[src/rtl/xy_switch_rr.sv]
// Five-port XY mesh router with a FIFO on each input and a round-robin arbiter on each output.
// Edge ports that face off the mesh are tied off. Packets addressed outside the mesh are discarded.
module xy_switch_rr #(
    parameter int COL_CORD     = 0,
    parameter int ROW_CORD     = 0,
    parameter int MESH_COLS    = 4,
    parameter int MESH_ROWS    = 4,
    parameter int FIFO_DEPTH_W = 3,
    parameter int COL_ADDR_W   = 4,
    parameter int ROW_ADDR_W   = 4,
    parameter int PCKT_DATA_W  = 8,
    parameter int PCKT_W       = COL_ADDR_W + ROW_ADDR_W + PCKT_DATA_W
) (
    input  logic                clk_i,
    input  logic                rst_ni,
    input  logic [4:0]          wr_en_sw_i,
    input  logic [5*PCKT_W-1:0] pckt_sw_i,
    output logic [4:0]          in_fifo_full_o,
    output logic [4:0]          in_fifo_overflow_o,
    output logic [4:0]          drop_o,
    input  logic [4:0]          nxt_fifo_full_i,
    output logic [4:0]          wr_en_sw_o,
    output logic [5*PCKT_W-1:0] pckt_sw_o
);

    localparam int PORT_N  = 5;
    localparam int DEPTH   = 1 << FIFO_DEPTH_W;
    localparam int CNT_W   = FIFO_DEPTH_W + 1;
    localparam int P_RES   = 0;
    localparam int P_NORTH = 1;
    localparam int P_EAST  = 2;
    localparam int P_SOUTH = 3;
    localparam int P_WEST  = 4;

    localparam logic [PORT_N-1:0] PORT_EN = {
        (COL_CORD != 0), (ROW_CORD != MESH_ROWS - 1), (COL_CORD != MESH_COLS - 1),
        (ROW_CORD != 0), 1'b1
    };

    logic [PCKT_W-1:0] head [PORT_N];
    logic [PORT_N-1:0] not_empty;
    logic [PORT_N-1:0] drop_c;
    logic [PORT_N-1:0] pop;
    logic [PORT_N-1:0] req [PORT_N];   // req[input][output]
    logic [PORT_N-1:0] gnt [PORT_N];   // gnt[output][input]

    always_comb begin
        pop = drop_c;
        for (int o = 0; o < PORT_N; o++) begin
            pop = pop | gnt[o];
        end
    end

    // Inputs are push-only: a write strobe is taken when in_fifo_full_o is low,
    // otherwise the packet is lost and flagged; outputs likewise push whenever nxt_fifo_full_i is low.
    for (genvar p = 0; p < PORT_N; p++) begin : g_in
        if (PORT_EN[p]) begin : g_fifo
            logic [PCKT_W-1:0]       mem [DEPTH];
            logic [FIFO_DEPTH_W-1:0] wr_ptr;
            logic [FIFO_DEPTH_W-1:0] rd_ptr;
            logic [CNT_W-1:0]        cnt;
            logic [CNT_W-1:0]        cnt_nxt;
            logic                    full_q;
            logic                    ovf_q;
            logic                    drop_q;
            logic                    push;

            assign push    = wr_en_sw_i[p] & ~full_q;
            assign cnt_nxt = cnt + CNT_W'(push) - CNT_W'(pop[p]);

            always_ff @(posedge clk_i) begin
                if (push) begin
                    mem[wr_ptr] <= pckt_sw_i[p*PCKT_W +: PCKT_W];
                end
            end

            always_ff @(posedge clk_i or negedge rst_ni) begin
                if (!rst_ni) begin
                    wr_ptr <= '0;
                    rd_ptr <= '0;
                    cnt    <= '0;
                    full_q <= 1'b0;
                    ovf_q  <= 1'b0;
                    drop_q <= 1'b0;
                end else begin
                    if (push) begin
                        wr_ptr <= wr_ptr + 1'b1;
                    end
                    if (pop[p]) begin
                        rd_ptr <= rd_ptr + 1'b1;
                    end
                    cnt    <= cnt_nxt;
                    full_q <= (cnt_nxt == CNT_W'(DEPTH));
                    ovf_q  <= wr_en_sw_i[p] & full_q;
                    drop_q <= drop_c[p];
                end
            end

            assign head[p]               = mem[rd_ptr];
            assign not_empty[p]          = (cnt != '0);
            assign in_fifo_full_o[p]     = full_q;
            assign in_fifo_overflow_o[p] = ovf_q;
            assign drop_o[p]             = drop_q;
        end else begin : g_off
            logic unused_port;
            assign unused_port = ^{wr_en_sw_i[p], pckt_sw_i[p*PCKT_W +: PCKT_W], pop[p], drop_c[p]};

            assign head[p]               = '0;
            assign not_empty[p]          = 1'b0;
            assign in_fifo_full_o[p]     = 1'b1;
            assign in_fifo_overflow_o[p] = 1'b0;
            assign drop_o[p]             = 1'b0;
        end
    end

    for (genvar i = 0; i < PORT_N; i++) begin : g_route
        logic [COL_ADDR_W-1:0] dcol;
        logic [ROW_ADDR_W-1:0] drow;
        logic                  off_mesh;
        logic [PORT_N-1:0]     dir;

        assign dcol     = head[i][PCKT_W-1 -: COL_ADDR_W];
        assign drow     = head[i][PCKT_W-COL_ADDR_W-1 -: ROW_ADDR_W];
        assign off_mesh = (32'(dcol) >= MESH_COLS) || (32'(drow) >= MESH_ROWS);

        // X is resolved fully before Y.
        always_comb begin
            dir = '0;
            if (32'(dcol) > COL_CORD) begin
                dir[P_EAST] = 1'b1;
            end else if (32'(dcol) < COL_CORD) begin
                dir[P_WEST] = 1'b1;
            end else if (32'(drow) > ROW_CORD) begin
                dir[P_SOUTH] = 1'b1;
            end else if (32'(drow) < ROW_CORD) begin
                dir[P_NORTH] = 1'b1;
            end else begin
                dir[P_RES] = 1'b1;
            end
        end

        assign drop_c[i] = not_empty[i] & off_mesh;
        assign req[i]    = (not_empty[i] & ~off_mesh) ? (dir & PORT_EN) : '0;
    end

    for (genvar o = 0; o < PORT_N; o++) begin : g_out
        logic [2:0]        rr_ptr;
        logic [2:0]        idx;
        logic [2:0]        gidx;
        logic              found;
        logic [PORT_N-1:0] g;
        logic              v1;
        logic              v2;
        logic [PCKT_W-1:0] d1;
        logic [PCKT_W-1:0] d2;

        // Scan starting at rr_ptr; the first requester found wins.
        always_comb begin
            g     = '0;
            found = 1'b0;
            gidx  = '0;
            idx   = '0;
            if (!nxt_fifo_full_i[o]) begin
                for (int k = 0; k < PORT_N; k++) begin
                    idx = 3'((32'(rr_ptr) + 32'(k)) % PORT_N);
                    if (!found && req[idx][o]) begin
                        found  = 1'b1;
                        gidx   = idx;
                        g[idx] = 1'b1;
                    end
                end
            end
        end

        assign gnt[o] = g;

        always_ff @(posedge clk_i or negedge rst_ni) begin
            if (!rst_ni) begin
                rr_ptr <= '0;
                v1     <= 1'b0;
                d1     <= '0;
                v2     <= 1'b0;
                d2     <= '0;
            end else begin
                if (found) begin
                    rr_ptr <= (gidx == 3'(PORT_N - 1)) ? 3'd0 : gidx + 3'd1;
                    d1     <= head[gidx];
                end
                v1 <= found;
                v2 <= v1;
                if (v1) begin
                    d2 <= d1;
                end
            end
        end

        assign wr_en_sw_o[o]                 = v2;
        assign pckt_sw_o[o*PCKT_W +: PCKT_W] = d2;
    end

endmodule

[config.mk]
export PLATFORM = sky130hd
export DESIGN_NAME = xy_switch_rr
export DESIGN_NICKNAME = d
export VERILOG_FILES = /design/src/rtl/xy_switch_rr.sv
export SDC_FILE = /design/constraint.sdc
export NUM_CORES = 1
export LEC_CHECK = 0
export ABC_AREA = 1
export ABC_CLOCK_PERIOD_IN_PS = 9600
export CAP_MARGIN = 5
export CORE_UTILIZATION = 49
export CTS_BUF_LIST = sky130_fd_sc_hd__clkbuf_8
export DETAILED_ROUTE_END_ITERATION = 16
export GPL_TIMING_DRIVEN = 0
export PLACE_DENSITY = 0.67
export SYNTH_ARGS = -nofsm -noshare
export SYNTH_HDL_FRONTEND = slang
export SYNTH_SLANG_ARGS = --single-unit
[constraint.sdc]
create_clock -name clk_i -period 9.6 [get_ports clk_i]
set_input_delay 1.44 -clock clk_i [delete_from_list [all_inputs] [get_ports clk_i]]
set_output_delay 1.44 -clock clk_i [all_outputs]
set_load 0.01 [all_outputs]
==> run_results.csv, run 1 <==
group,metric,value,unit
cts,clk_pin_slew_worst_paths,60,ps
layout,fin_nets,3444,
placed_design,place_congestion,0.895,
cts,insertion_delay,700,ps
die,die_w,238,um
critical_path,timing.rr.start,"g_out[2].rr_ptr[0]",
placed_design,portBuffers,115,
routing,ant_nets,0,
cts,cts_tree,"done",
critical_path,end_kind,"flip-flop",
timing,clock-skew-final,37.9,ps
logic_synthesis,yosys_most_used_dff,"edfxtp_1",
timing,fmax,0.155,GHz
timing,final-setup-viol-count,0,
cts,hold_buffers,0,
critical_path,cpMostUsedCell,"nand2_1",
power,p_int,6.04,mW
power,p_switching,5.36,mW
placed_design,dp_cells,3911,
critical_path,cp.required,10160,ps
power,p_total,11.4,mW
run,maxCapViolations,0,
global_route,grt_pass1_vias,19900,
die,design.portCount,192,
global_route,grt_use_total,0.242,
global_route,grt_max_degree,95,
logic_synthesis,synthTopCellsByCount,"947 x nand2_1, 384 x edfxtp_1, 347 x inv_1, 239 x nor2_1, 228 x nand3_1",
power,switching_share,0.470,
critical_path,r2r_slack,3160,ps
cts,ctsRootBufferMaster,"clkbuf_8",
layout,postLayoutCellArea,0.0317,sq mm
logic_synthesis,ys_seq_elements,534,
timing,final.period_utilization,0.671,
logic_synthesis,synth.distinct_cells,52,
critical_path,start_kind,"flip-flop",
cts,cts_made_buffers,87,
hold_path,holdCritStartpoint,"g_out[0].v1",
power,combPwrFrac,0.550,
timing,finalMaxSlewViolations,0,
routing,first_pass_iters,6,
hold_path,hp-class,"flip-flop to flip-flop",
layout,area_delta_synth_final,16.0,%
cts,cts_htree_levels,3,
routing,vias,20800,
die,dieArea,0.0568,sq mm
critical_path,rr_endpoint,"g_in[3].g_fifo.full_q",
timing,hold_viol_final,0,
critical_path,cpPeakStageDelay,600,ps
routing,routedWlPerCell,16.8,um
critical_path,cp.arrival,7000,ps
routing,drc_errors,0,
logic_synthesis,syn_avg_cell_area,9.17,sq um
logic_synthesis,synth_edf_count,384,
layout,diodes,0,
critical_path,critical_path_buf_inv_count,6,
logic_synthesis,synth_area_leader_cell,"edfxtp_1",
timing,worst_pin_slew,787,ps
logic_synthesis,ys_warn_count,0,
power,power_density,359,mW/mm^2
status,status,"completed",
cts,post_cts_resized,0,
global_route,antenna_found_initial,0,
critical_path,critPathKind,"flip-flop to flip-flop",
timing,rsz0062_at_grt,"no",
logic_synthesis,synthesis.area,0.0274,sq mm
routing,avgViaCountPerCell,5.11,
placed_design,dpl.hpwl,48900,um
critical_path,critPathMaxFanout,11,
power,ir_worst_vdd,0.166,mV
critical_path,crit_cells,31,
layout,fill_cells,4808,
global_route,grt_overflow,0,
logic_synthesis,netlist.area_leader.share,0.421,
critical_path,rr_worst_depth,31,
global_route,grt_first_pass_wirelength,107000,um
placed_design,place_area,0.0301,sq mm
power,seqPwrFrac,0.286,
layout,drive_gt1_frac,0.121,
logic_synthesis,synth_most_common_cell,"nand2_1",
power,p_clk_frac,0.164,
routing,totalWireLength,68200,um
power,p_leak,14.7,nW
critical_path,cp_top_family,"simple AND/OR/NAND/NOR gates",
logic_synthesis,ys_seq_area_frac,0.559,
cts,clockBufferDepth,3,
die,coreArea,0.0551,sq mm
routing,dr.first_iter.drc_count,1606,
cts,post_cts_buffers,0,
logic_synthesis,synthCells,2985,
die,num_rows,86,
die,initial_core_util,0.497,
timing,relSlewSlack,0.473,
critical_path,crit_start,"g_out[2].rr_ptr[0]",
logic_synthesis,synth.area.top_cells,"edfxtp_1 42%, dfrtp_1 14%, nand2_1 13%, inv_1 4.8%, ha_1 4.3%",
critical_path,cp_slowest_cell,"ha_1",
layout,fin_cells,4071,
timing,setup-tns-final,0,ps
logic_synthesis,synthArstFlopShare,0.281,
timing,period_minus_slack,6440,ps
die,fp.dieH,238,um
cts,cts.sinks,534,
critical_path,crit_end,"g_in[3].g_fifo.full_q",
-- power groups by stage --
stage / combinational, mW / clock [mW] / sequential [mW]
floorplan: 4.28 / 0 / 3.25
global placement: 5.94 / 0 / 3.29
detailed placement: 6.19 / 0 / 3.30
CTS: 6.23 / 1.91 / 3.26
global route: 7.00 / 2.01 / 3.30
finish: 6.27 / 1.87 / 3.26
-- kinds of logic (layout without fill, tap and decap cells) --
logic type | count (synthesis) | in the layout | synth area share
compound gates | 223 | 223 | 0.0484
xor+xnor | 29 | 29 | 0.00956
fa+ha+maj | 100 | 100 | 0.0474
buf+inv | 544 | 844 | 0.0888
flops | 534 | 534 | 0.559
mux | 30 | 30 | 0.0123
other cells | 2 | 40 | 0.000274
simple gates | 1523 | 1523 | 0.235
-- how the worst min path moves through the flow --
stage / end / slack (ps) / cells past startpoint
6_report: g_out[0].v2 / 380 / 0
4_1_cts: g_out[0].v2 / 390 / 0
3_5_place_dp: g_out[0].v2 / 370 / 0
5_1_grt: g_out[0].v2 / 400 / 0
2_1_floorplan: g_out[0].v2 / 350 / 0
3_3_place_gp: g_out[0].v2 / 360 / 0
-- cell type report --
type / count / area [sq um] / area share
flip-flops and latches: 534 / 15300 / 0.482
multi-input cells: 1945 / 9850 / 0.310
repair buffers: 140 / 1580 / 0.0497
plain buffers: 157 / 976 / 0.0307
clock inverters: 60 / 287 / 0.00903
well taps: 748 / 936 / 0.0295
clock buffers: 100 / 1380 / 0.0434
inverters: 387 / 1450 / 0.0458
-- worst register-to-register path, delay by kind of cell (launching register included) --
family / cells / cell delay (ps)
AND/OR/NAND/NOR: 17 / 2390
XOR/XNOR: 2 / 460
adder cells (fa/ha/maj): 6 / 1980
buffers and inverters: 6 / 1030
flip-flops: 1 / 500
-- metrics by stage --
step / utilization / setup slack, ps / hold slack [ps]
after global placement: 0.537 / 956 / 359
after floorplan: - / 4440 / 352
final: 0.576 / 3160 / 379
after detailed placement: 0.546 / 3300 / 373
after global routing: 0.576 / 2640 / 399
after CTS: 0.576 / 3280 / 387
-- placed cells by master (no fill, tap or decap), types with 11 or more instances in the layout --
cell and n:
nand2_1 947, edfxtp_1 384, inv_1 383, nand3_1 228
nor2_1 215, dfrtp_1 150, clkdlybuf4s50_1 114, clkbuf_8 100
ha_1 94, o21ai_0 81, a21oi_1 73, buf_4 68
nor2_2 42, clkbuf_1 40, conb_1 40, inv_2 32
a32o_1 32, mux2_2 30, buf_2 27, xor2_1 24
nand4_1 21, buf_8 21, clkinv_1 17, nand2_2 15
buf_6 14, nand3b_1 11, o21ai_1 11
-- metal layers --
metal / vias to the layer above / track usage / share of wire
li1: 10100 / - / -
met1: 9856 / 0.329 / 0.43
met2: 695 / 0.390 / 0.47
met3: 120 / 0.0405 / 0.067
met4: 0 / 0.0899 / 0.028
met5: - / 0 / 0
-- registers in the layout (all words and copies together) (netlist names) --
signal              cells
g_in.g_fifo.drop_q      3
g_out.d1               48
g_in.g_fifo.full_q      3
g_out.d2               48
g_in.g_fifo.ovf_q       3
g_in.g_fifo.cnt        12
g_in.g_fifo.rd_ptr      9
g_out.v2                3
g_out.rr_ptr            9
g_in.g_fifo.wr_ptr      9
g_out.v1                3
g_in.g_fifo.mem       384
Power figures use the tool's default switching activity.
==> inputs of run 2 (changes only) <==
--- a/config.mk
+++ b/config.mk
@@ -6,7 +6,7 @@
 export NUM_CORES = 1
 export LEC_CHECK = 0
 export ABC_AREA = 1
-export ABC_CLOCK_PERIOD_IN_PS = 9600
+export ABC_CLOCK_PERIOD_IN_PS = 6200
 export CAP_MARGIN = 5
 export CORE_UTILIZATION = 49
 export CTS_BUF_LIST = sky130_fd_sc_hd__clkbuf_8
==> constraint.sdc (replaced) <==
create_clock -name clk_i -period 6.2 [get_ports clk_i]
set_input_delay 0.93 -clock clk_i [delete_from_list [all_inputs] [get_ports clk_i]]
set_output_delay 0.93 -clock clk_i [all_outputs]
set_load 0.01 [all_outputs]
==> run 2 against run 1 <==
Global-route usage barely moved. Clock skew barely moved. Critical endpoint unchanged. Total power rose by 55%. Utilization rose by 0.13 points. Combinational power rose by 56%. Critical path type unchanged. Clock power rose by 55%. Clock-buffer cell count did not move. First-iteration DRC count rose by 2.6%. Non-clock buffer count rose by 3. Routed wire length barely moved. Hold slack got worse by 160 ps.
==> run_results.csv, run 2 (same netlist as run 1, synthesis figures left out) <==
group,metric,value,unit
status,status,"completed",
critical_path,cpPeakStageDelay,480,ps
power,ir_worst_vdd,0.257,mV
layout,postLayoutCoreUtil,0.577,
cts,clockBufferDepth,3,
timing,rsz0062_at_grt,"no",
timing,relSlewSlack,0.484,
placed_design,dpl.hpwl,48900,um
layout,fill_cells,4803,
timing,hold_viol_final,0,
timing,finalMaxSlewViolations,0,
critical_path,crit_start,"g_out[2].rr_ptr[0]",
die,fp.dieH,238,um
cts,cts_made_buffers,87,
cts,cts_tree,"done",
global_route,grt_overflow,0,
routing,dr.first_iter.drc_count,1647,
critical_path,start_kind,"flip-flop",
routing,drc_errors,0,
die,design.portCount,192,
cts,cts_htree_levels,3,
placed_design,place_congestion,0.895,
critical_path,cp_slowest_cell,"ha_2",
cts,ctsRootBufferMaster,"clkbuf_8",
global_route,grt_use_total,0.242,
run,maxCapViolations,0,
power,p_leak,14.7,nW
layout,diodes,0,
routing,routedWlPerCell,16.7,um
layout,largest_reg_flops,384,
die,coreArea,0.0551,sq mm
hold_path,hp-class,"input pin to asynchronous set/reset pin",
timing,final.period_utilization,0.926,
layout,area_delta_synth_final,16.3,%
power,combPwrFrac,0.551,
critical_path,critPathKind,"flip-flop to flip-flop",
critical_path,rr_worst_depth,31,
global_route,antenna_found_initial,0,
routing,avgViaCountPerCell,5.10,
die,dieArea,0.0568,sq mm
critical_path,cp.required,6780,ps
timing,period_minus_slack,5740,ps
power,seqPwrFrac,0.285,
critical_path,cp_top_family,"simple AND/OR/NAND/NOR gates",
power,p_switching,8.33,mW
critical_path,cp.arrival,6320,ps
global_route,grt_first_pass_wirelength,107000,um
timing,final-setup-viol-count,0,
die,num_rows,86,
die,die_w,238,um
layout,fin_nets,3447,
placed_design,dp_cells,3911,
critical_path,critical_path_buf_inv_count,6,
timing,fmax,0.174,GHz
timing,worst_pin_slew,770,ps
timing,clock-skew-final,37.8,ps
routing,ant_nets,0,
placed_design,portBuffers,115,
power,switching_share,0.470,
routing,first_pass_iters,6,
power,power_density,557,mW/mm^2
layout,mostFrequentLayoutCell,"nand2_1",
layout,drive_gt1_frac,0.125,
power,p_int,9.38,mW
critical_path,crit_end,"g_in[3].g_fifo.full_q",
critical_path,crit_cells,31,
die,initial_core_util,0.497,
layout,final_cell_mix,"946 x nand2_1, 384 x edfxtp_1, 382 x inv_1",
layout,biggestRegsByFlops,"g_in.g_fifo.mem (384), g_out.d1 (48), g_out.d2 (48)",
power,p_clk_frac,0.164,
cts,clk_pin_slew_worst_paths,60,ps
critical_path,rr_endpoint,"g_in[3].g_fifo.full_q",
timing,setup-tns-final,0,ps
layout,top_register,"g_in.g_fifo.mem",
critical_path,timing.rr.start,"g_out[2].rr_ptr[0]",
critical_path,critPathMaxFanout,11,
cts,cts.sinks,534,
cts,insertion_delay,700,ps
routing,totalWireLength,68200,um
layout,fin_cells,4074,
global_route,grt_max_degree,95,
routing,vias,20800,
cts,hold_buffers,0,
global_route,grt_pass1_vias,19900,
critical_path,end_kind,"flip-flop",
critical_path,r2r_slack,460,ps
==> run 2: power groups by stage <==
stage | registers [mW] | logic (mW) | clock network [mW]
after detailed placement | 5.11 | 9.58 | 0
final | 5.05 | 9.76 | 2.90
after global routing | 5.12 | 10.9 | 3.12
after CTS | 5.05 | 9.65 | 2.96
after global placement | 5.10 | 9.20 | 0
after floorplan | 5.04 | 6.63 | 0
==> run 2: cell type report <==
class                      instances  area [sq um]  area share
sequential                       534         15300       0.481
multi-input combinational       1945          9890       0.311
timing repair buffer             143          1600      0.0503
inverter                         387          1460      0.0459
clock buffer                     100          1380      0.0433
buffer                           157           981      0.0308
tap                              748           936      0.0294
clock inverter                    60           287     0.00901
==> run 2: worst reg2reg max path: cells and delay by family, from the launching register on <==
kind | cells | cell delay [ps]
and+or+nand+nor | 17 | 2220
adders and majority gates | 6 | 1800
buffers and inverters | 6 | 770
xor gates and xnor gates | 2 | 460
DFF | 1 | 440
==> run 2: per-layer routing <==
layer,up-vias,track usage,part of all wire
met5,-,0,0
met4,0,0.0899,0.027
met3,125,0.0405,0.068
met2,711,0.390,0.47
met1,9819,0.328,0.43
li1,10100,-,-
==> run 2: worst min path at each step <==
| stage | from | to | slack, ps | cells after the start |
|---|---|---|---|---|
| floorplan | g_out[0].v1 | g_out[0].v2 | 350 | 0 |
| global placement | g_out[0].v1 | g_out[0].v2 | 360 | 0 |
| detailed placement | g_out[0].v1 | g_out[0].v2 | 370 | 0 |
| CTS | rst_ni | g_out[0].d2[8] | 200 | 1 |
| global route | rst_ni | g_out[0].d2[4] | 240 | 1 |
| finish | rst_ni | g_out[0].d2[8] | 220 | 1 |
==> run 2: timing repair <==
item                                    CTS  global route
resized for setup                         2            14
buffers inserted                          0             3
endpoints found under the setup margin    3             8
pin swaps                                 0             0
==> run 2: stage by stage <==
stage | instance area [sq um] | total power, mW | setup WS [ps] | hold slack [ps]
after floorplan | 27500 | 11.7 | 1040 | 352
after global placement | 29600 | 14.3 | -1930 | 359
after detailed placement | 30100 | 14.7 | -101 | 373
after CTS | 31700 | 17.7 | 107 | 202
after global routing | 31800 | 19.1 | 4.01 | 244
final | 31800 | 17.7 | 459 | 222
==> inputs of run 3 (changes only) <==
--- a/config.mk
+++ b/config.mk
@@ -11,6 +11,7 @@
 export CORE_UTILIZATION = 49
 export CTS_BUF_LIST = sky130_fd_sc_hd__clkbuf_8
 export DETAILED_ROUTE_END_ITERATION = 16
+export GPL_ROUTABILITY_DRIVEN = 0
 export GPL_TIMING_DRIVEN = 0
 export PLACE_DENSITY = 0.67
 export SYNTH_ARGS = -nofsm -noshare
==> constraint.sdc (replaced) <==
create_clock -name clk_i -period 6.2 [get_ports clk_i]
set_input_delay 1.55 -clock clk_i [delete_from_list [all_inputs] [get_ports clk_i]]
set_output_delay 1.55 -clock clk_i [all_outputs]
set_load 0.01 [all_outputs]
==> run 3 against run 2 <==
Sequential cell count stayed put. Register-to-register slack worse by 30 ps. Total power is 0.42% higher. Utilization is 0.12 points higher. Critical endpoint is now g_in[2].g_fifo.full_q. Largest cell class unchanged. Highest routed layer unchanged.
==> run_results.csv, run 3 (same netlist as run 1, synthesis figures left out) <==
group,metric,value,unit
layout,drive_gt1_frac,0.126,
cts,cts.sinks,534,
timing,hold_ws,373,ps
routing,vias,20900,
routing,dr.first_iter.drc_count,1574,
die,design.portCount,192,
global_route,grt_first_pass_wirelength,107000,um
power,p_total,17.8,mW
global_route,grt_max_degree,95,
cts,hold_buffers,0,
timing,relSlewSlack,0.477,
critical_path,start_kind,"flip-flop",
routing,first_pass_iters,5,
cts,clockBufferDepth,3,
timing,worst_pin_slew,781,ps
hold_path,hp-class,"flip-flop to flip-flop",
critical_path,critical_path_buf_inv_count,6,
routing,routedWlPerCell,16.6,um
routing,wl_met2,31900,um
layout,mostFrequentLayoutCell,"nand2_1",
routing,drc_errors,0,
layout,largest_reg_flops,384,
cts,cts_tree,"done",
timing,final.period_utilization,0.931,
die,dieArea,0.0568,sq mm
critical_path,critPathMaxFanout,7,
routing,ant_nets,0,
layout,postLayoutCoreUtil,0.579,
placed_design,pre_cts_ws,-7.61,ps
critical_path,cpPeakStageDelay,550,ps
cts,cts_made_buffers,87,
timing,clock-skew-final,28.2,ps
power,ir_worst_vdd,0.270,mV
routing,highest_layer,"met4",
run,maxCapViolations,0,
cts,cts_htree_levels,3,
power,p_leak,14.7,nW
critical_path,end_kind,"flip-flop",
cts,clk_pin_slew_worst_paths,60,ps
layout,top_register,"g_in.g_fifo.mem",
global_route,antenna_found_initial,1,
timing,period_minus_slack,5770,ps
die,fp.dieH,238,um
cts,insertion_delay,690,ps
placed_design,dpl.hpwl,48500,um
status,status,"completed",
critical_path,critPathKind,"flip-flop to flip-flop",
timing,fmax,0.173,GHz
routing,met3_length,4530,um
critical_path,cp.arrival,6350,ps
die,num_rows,86,
die,coreArea,0.0551,sq mm
layout,final_cell_mix,"946 x nand2_1, 384 x edfxtp_1, 367 x inv_1",
die,initial_core_util,0.497,
routing,wl_met1,29200,um
cts,ctsRootBufferMaster,"clkbuf_8",
power,power_density,558,mW/mm^2
placed_design,portBuffers,115,
critical_path,cp_top_family,"adder cells",
timing,final-setup-viol-count,0,
global_route,grt_pass1_vias,20100,
timing,setup_slack,427,ps
layout,area_delta_synth_final,16.5,%
layout,biggestRegsByFlops,"g_in.g_fifo.mem (384), g_out.d1 (48), g_out.d2 (48)",
routing,totalWireLength,67600,um
routing,avgViaCountPerCell,5.13,
global_route,grt_overflow,0,
critical_path,cp.required,6780,ps
global_route,grt_use_total,0.241,
die,die_w,238,um
critical_path,cp_slowest_cell,"dfrtp_1",
timing,finalMaxSlewViolations,0,
timing,hold_viol_final,0,
layout,fill_cells,4789,
layout,fin_nets,3446,
==> run 3: cell count changes in the layout (fill, tap and decap cells not counted), sizes merged <==
cell / delta
clkinv: +4
diode: +1
bufinv: +2
clkbuf: +1
inv: -13
clkinvlp: -2
==> run 3: final timing paths <==
path	cells after the start	startpoint	slack [ps]	endpoint
hold reg to reg	0	g_out[0].v1	370	g_out[0].v2
setup reg to reg	29	g_out[3].rr_ptr[1]	430	g_in[2].g_fifo.full_q
min in group asynchronous	1	rst_ni	840	g_out[0].d1[8]
setup / recovery	29	g_out[3].rr_ptr[1]	430	g_in[2].g_fifo.full_q
max in group asynchronous	2	rst_ni	4490	g_out[2].rr_ptr[0]
hold / removal	0	g_out[0].v1	370	g_out[0].v2
==> run 3: cell type report <==
cell class                 instances  area (sq um)  area share
antenna                            1          2.50   0.0000785
tap                              748           936      0.0294
sequential                       534         15300       0.480
timing repair buffer             142          1630      0.0511
multi-input combinational       1945          9880       0.310
buffer                           157           981      0.0308
inverter                         387          1460      0.0458
clock inverter                    51           293     0.00918
clock buffer                     102          1400      0.0440
==> run 3: where the power goes <==
group          leakage (nW)  total (mW)  internal, mW  switching [mW]
logic                  8.38        9.76          3.27            6.50
clock network         0.962        2.97          1.58            1.39
registers              5.35        5.05          4.64           0.404
==> run 3: per-stage QoR <==
| stage | TNS (ps) | cell area, sq um | std cells |
|---|---|---|---|
| 2_1_floorplan | 0 | 27500 | 3023 |
| 3_3_place_gp | -375280 | 29600 | 3886 |
| 3_5_place_dp | -7.61 | 30100 | 3911 |
| 4_1_cts | 0 | 31800 | 4064 |
| 5_1_grt | -11.7 | 31900 | 4067 |
| 6_report | 0 | 31900 | 4067 |
==> run 3: worst reg2reg max path: cells and delay by family, from the launching register on <==
kind | cells | cell delay [ps]
DFF | 1 | 550
buffers and inverters | 6 | 610
adders and majority gates | 6 | 1890
xor gates and xnor gates | 2 | 300
AOI/OAI and AO/OA | 2 | 550
and+or+nand+nor | 13 | 1790
==> run 3: metal layers <==
layer	track usage	vias up
li1	-	10100
met1	0.325	9875
met2	0.389	750
met3	0.0375	122
met4	0.0971	0
met5	0	-
==> run 3: repair_timing <==
item,CTS,global route
hold endpoints to repair,0,0
setup buffers,0,2
endpoints found under the setup margin,2,6
gates resized for setup,2,14
